### config.mk
export PLATFORM = sky130hd
export DESIGN_NAME = alu_pipe_acc
export DESIGN_NICKNAME = d
export VERILOG_FILES = /design/src/rtl/alu_pipe_acc.sv
export SDC_FILE = /design/constraint.sdc
export NUM_CORES = 1
export LEC_CHECK = 0
export ABC_AREA = 1
export BUFFER_PORTS_ARGS = -buffer_cell sky130_fd_sc_hd__buf_2
export CELL_PAD_IN_SITES_DETAIL_PLACEMENT = 0
export CELL_PAD_IN_SITES_GLOBAL_PLACEMENT = 1
export CORE_ASPECT_RATIO = 0.7
export CORE_MARGIN = 5
export CORE_UTILIZATION = 43
export CTS_BUF_LIST = sky130_fd_sc_hd__clkbuf_4
export DETAILED_ROUTE_END_ITERATION = 10
export GPL_TIMING_DRIVEN = 0
export PLACE_DENSITY = 0.95
export SLEW_MARGIN = 20
export SYNTH_ARGS = -nofsm -noshare
export SYNTH_HDL_FRONTEND = slang
export SYNTH_SLANG_ARGS = --single-unit
### constraint.sdc
create_clock -name clk -period 4.3 [get_ports clk]
set_input_delay 1.29 -clock clk [delete_from_list [all_inputs] [get_ports clk]]
set_output_delay 1.29 -clock clk [all_outputs]
set_load 0.02 [all_outputs]
### src/rtl/alu_pipe_acc.sv
// Registered WIDTH-bit ALU with status flags, an internal accumulator and
// valid/ready handshakes on both the input and the output side.
module alu_pipe_acc #(
  parameter int WIDTH = 8
) (
  input  logic             clk,
  input  logic             rst,
  input  logic             in_valid,
  output logic             in_ready,
  input  logic [WIDTH-1:0] A,
  input  logic [WIDTH-1:0] B,
  input  logic [2:0]       op,
  output logic             out_valid,
  input  logic             out_ready,
  output logic [WIDTH-1:0] alu_out,
  output logic             flag_c,
  output logic             flag_z,
  output logic             flag_n,
  output logic             flag_v,
  output logic [WIDTH-1:0] acc_out
);

  localparam logic [2:0] OP_CLR  = 3'b000;
  localparam logic [2:0] OP_ADD  = 3'b001;
  localparam logic [2:0] OP_SUB  = 3'b010;
  localparam logic [2:0] OP_AND  = 3'b011;
  localparam logic [2:0] OP_OR   = 3'b100;
  localparam logic [2:0] OP_NOTA = 3'b101;
  localparam logic [2:0] OP_NOTB = 3'b110;
  localparam logic [2:0] OP_ACC  = 3'b111;

  logic             out_valid_q;
  logic [WIDTH-1:0] res_q, res_d;
  logic             c_q, c_d;
  logic             z_q, z_d;
  logic             n_q, n_d;
  logic             v_q, v_d;
  logic [WIDTH-1:0] acc_q, acc_d;

  logic [WIDTH:0]   add_sum;
  logic [WIDTH:0]   sub_dif;
  logic [WIDTH:0]   acc_sum;
  logic             accept;
  logic             transfer;

  assign in_ready = !out_valid_q || out_ready;
  assign accept   = in_valid && in_ready;
  assign transfer = out_valid_q && out_ready;

  assign add_sum = {1'b0, A} + {1'b0, B};
  assign sub_dif = {1'b0, A} - {1'b0, B};
  assign acc_sum = {1'b0, acc_q} + {1'b0, A};

  always_comb begin
    res_d = '0;
    c_d   = 1'b0;
    v_d   = 1'b0;
    acc_d = acc_q;
    case (op)
      OP_CLR: acc_d = '0;
      OP_ADD: begin
        res_d = add_sum[WIDTH-1:0];
        c_d   = add_sum[WIDTH];
        v_d   = (A[WIDTH-1] == B[WIDTH-1]) && (res_d[WIDTH-1] != A[WIDTH-1]);
      end
      // Bit WIDTH of the widened difference is the unsigned borrow (A < B).
      OP_SUB: begin
        res_d = sub_dif[WIDTH-1:0];
        c_d   = sub_dif[WIDTH];
        v_d   = (A[WIDTH-1] != B[WIDTH-1]) && (res_d[WIDTH-1] != A[WIDTH-1]);
      end
      OP_AND:  res_d = A & B;
      OP_OR:   res_d = A | B;
      OP_NOTA: res_d = ~A;
      OP_NOTB: res_d = ~B;
      OP_ACC: begin
        res_d = acc_sum[WIDTH-1:0];
        c_d   = acc_sum[WIDTH];
        v_d   = (acc_q[WIDTH-1] == A[WIDTH-1]) && (res_d[WIDTH-1] != A[WIDTH-1]);
        acc_d = acc_sum[WIDTH-1:0];
      end
      default: res_d = '0;
    endcase
    z_d = (res_d == '0);
    n_d = res_d[WIDTH-1];
  end

  // Result registers load only on accept, so they hold while stalled.
  always_ff @(posedge clk) begin
    if (rst) begin
      out_valid_q <= 1'b0;
      res_q       <= '0;
      c_q         <= 1'b0;
      z_q         <= 1'b0;
      n_q         <= 1'b0;
      v_q         <= 1'b0;
      acc_q       <= '0;
    end else if (accept) begin
      out_valid_q <= 1'b1;
      res_q       <= res_d;
      c_q         <= c_d;
      z_q         <= z_d;
      n_q         <= n_d;
      v_q         <= v_d;
      acc_q       <= acc_d;
    end else if (transfer) begin
      out_valid_q <= 1'b0;
    end
  end

  assign out_valid = out_valid_q;
  assign alu_out   = res_q;
  assign flag_c    = c_q;
  assign flag_z    = z_q;
  assign flag_n    = n_q;
  assign flag_v    = v_q;
  assign acc_out   = acc_q;

endmodule

==> reports/qor.txt <==
Status = complete, no violations
Number of buffers inserted by hold repair at cts = 0
Path depth of the worst reg2reg path = 15
Placement Rows = 23
Clock Sinks = 20
Initial antenna violation count = 1
Critical path class = in -> out
CTS tree = yes
Main combinational cell family by area after synthesis = simple AND/OR/NAND/NOR gates
Share of synthesized cell area in full adder, half adder and majority cells = 18.6%
Cell Count Post-Placement = 539
Core footprint = 0.00567 mm2
Number of nets in the finished design = 527
Worst setup SP type = input pin
Share of Yosys cell area claimed by the top area cell type = 16.4%
Overall die width = 101 um
First-pass DRT Iterations = 5
Slew at the pin closest to its max-slew limit = 485 ps
Dpl hpwl = 6100 um
Die span in y = 73.5 um
Cell depth of the worst hold path = 2
Startpoint of the most critical register-to-register path = acc_out[0]
Number of distinct library cells after synthesis = 26
Non-Filler Cell Area, Final = 0.00282 mm2
Share of the core filled with cells in the final layout = 49.7%
Post-route non-filler standard cell count = 544
Post-route DRC violation count = 0
Post-Synthesis Cell Area = 0.00248 mm2
Wire length of the first global-routing pass = 11600 um
Start point of the worst min-delay path = flag_z
Maximum number of pins on one net before global-route repair = 11
Final Setup Violations = 0
Launching element of the worst setup path = out_ready
XOR/XNOR share of the synthesized area = 0.707%
Fin crit share = 68.5%
Max-capacitance violation count = 0
Post-synthesis sequential area ratio = 16.2%
Io pins = 45
Quantity of I/O buffers inserted on ports = 43
Critical Path End Type = output pin
Proportion of layout cells with a drive suffix above 1 = 13.1%
H-tree levels = 1
Remaining global-route overflow = 0
Classification of the worst-slack hold path = reg -> reg
Final wirelength = 7360 um
Worst max-slew margin expressed relative to the limit = 67.6%
Register clock-pin slew on the reported worst setup and hold paths = 120 ps
Vias in the first global route = 2359
Ys Warns = 0
Endpoint required time on the critical path = 3010 ps
Number of nets with antenna violations after routing = 0
Total power density per cell area = 198 mW/mm2
Multi-input logic area = 0.00174 mm2
Total routing usage reported by global routing = 19.8%
Count of endpoints failing hold in the final timing report = 0
Largest voltage drop on the vdd net = 122 uV
RSZ-0062 raised after global routing = no
Total CTS buffers = 3
Max Buffers Root-to-Sink = 2
Placer Congestion = 0.925
Setup TNS = 0 ps
Library cell used as clock root buffer = clkbuf_4
Starting density of the core = 43.7%
Layout Skew = 10.4 ps
Post-Synthesis Net Count = 479
Fill cell count = 603
Basic-gate share of the synthesized area counting and, or, nand and nor cells = 38.9%
Fraction of the mapped netlist area in compound gates = 12.0%
Number of max-slew violations in the final report = 0
Average instance area after synthesis = 5.89 um2
Cell taking the most area after synthesis = nand2_1
Gate Count Post-Synth = 421
Vias per std cell = 5.09
Leakage Power = 1.64 nW
DRT iter0 DRCs = 206
Total area of sequential cells = 400 um2
Die footprint = 0.00741 mm2
Multiplexer share of the synthesized area = 0%
Count of buffers added by post-CTS timing repair for setup = 0
Arrival time at the worst endpoint = 1650 ps
Yosys reg bits = 20
Placed Area = 0.00279 mm2
Relative area change from synthesis to final layout = 13.6%
Maximum clock frequency = 340 MHz
Area contributors post-synth = nand2_1 (16%), dfxtp_1 (16%), ha_1 (16%), inv_1 (11%), nand3_1 (9.7%)
Clk Latency, worst-skew pair = 300 ps
Biggest fanout along the worst timing path = 3
Average wire per cell in the routed design = 13.5 um
DR vias = 2771
Post_cts resized = 0
Final period demand of the worst path = 2940 ps
-- registers in the layout, summed over array words and instances (netlist names) --
register and flops:
flag_z 1, flag_v 1, flag_c 1, alu_out 8
out_valid 1, acc_out 8
-- per-stage QoR --
step | power (mW) | setup slack (ps) | hold slack [ps]
floorplan | 0.390 | 1510 | 545
global placement | 0.464 | 1070 | 463
detailed placement | 0.470 | 1060 | 463
CTS | 0.559 | 1360 | 483
global route | 0.608 | 1110 | 506
finish | 0.558 | 1360 | 482
-- metal layers --
layer / vias to the layer above / part of all wire (%) / track usage (%)
met5: - / 0 / 0
met4: 0 / 0.42 / 1.64
met3: 2 / 10 / 3.42
met2: 133 / 39 / 28.8
met1: 1195 / 50 / 31.4
li1: 1441 / - / -
-- synthesized netlist by cell type --
| cell | instances |
|---|---|
| nand3_1 | 48 |
| a41oi_1 | 1 |
| nor2_2 | 4 |
| nand3b_1 | 3 |
| a21oi_1 | 24 |
| xor2_1 | 1 |
| clkbuf_1 | 2 |
| nor2_1 | 48 |
| and2_1 | 1 |
| o22ai_1 | 3 |
| o21bai_1 | 1 |
| fa_1 | 3 |
| inv_1 | 73 |
| o21ai_0 | 19 |
| clkinv_1 | 1 |
| o211ai_1 | 5 |
| buf_4 | 4 |
| nand3_2 | 1 |
| buf_2 | 4 |
| ha_1 | 32 |
| inv_2 | 1 |
| nand4_1 | 12 |
| a21oi_2 | 1 |
| dfxtp_1 | 20 |
| xnor2_1 | 1 |
| nand2_1 | 108 |
-- report_power, final --
| group | internal [mW] | switching [mW] |
|---|---|---|
| sequential | 0.198 | 0.00728 |
| clock | 0.0327 | 0.0573 |
| combinational | 0.0894 | 0.174 |
| total | 0.320 | 0.239 |
-- layout by cell type, fill, tap and decap left out, types with 2 or more instances in the layout --
| cell type | count |
|---|---|
| buf_2 | 47 |
| nand4_1 | 12 |
| nand3b_1 | 3 |
| diode_2 | 2 |
| o211ai_1 | 5 |
| o22ai_1 | 3 |
| nor2_2 | 4 |
| nand3_1 | 48 |
| nand2_1 | 108 |
| a21oi_1 | 24 |
| fa_1 | 3 |
| ha_1 | 32 |
| inv_1 | 73 |
| clkbuf_4 | 3 |
| o21ai_0 | 19 |
| dfxtp_1 | 20 |
| buf_4 | 4 |
| clkbuf_1 | 2 |
| nor2_1 | 48 |
-- layout make-up --
type | instances | area share [%]
Tap cell | 75 | 3.33
Inverter | 75 | 10.0
Buffer | 10 | 2.04
Multi-Input combinational cell | 316 | 61.8
Clock buffer | 3 | 0.800
Timing Repair Buffer | 43 | 7.64
Sequential cell | 20 | 14.2
Antenna cell | 2 | 0.178
-- kinds of logic (layout without fill, tap and decap cells) --
| logic type | count (synthesis) | count (layout) |
|---|---|---|
| XOR/XNOR | 2 | 2 |
| AND/OR/NAND/NOR | 225 | 225 |
| other | 0 | 2 |
| buffers and inverters | 85 | 131 |
| AO/OA/AOI/OAI | 54 | 54 |
| flip-flops | 20 | 20 |
| adder cells (fa/ha/maj) | 35 | 35 |
-- worst max-delay path: stages --
cell,delay (ps)
buf_2,90
inv_1,40
nand2_1,70
buf_2,170
-- path summary, 6_finish.rpt --
kind / to / slack (ps)
worst max-delay path: in_ready / 1360
worst min-delay path: flag_z / 480
worst max register to register: flag_z / 2170
worst min register to register: flag_z / 480
No activity file was read; power rests on OpenSTA's default activity.
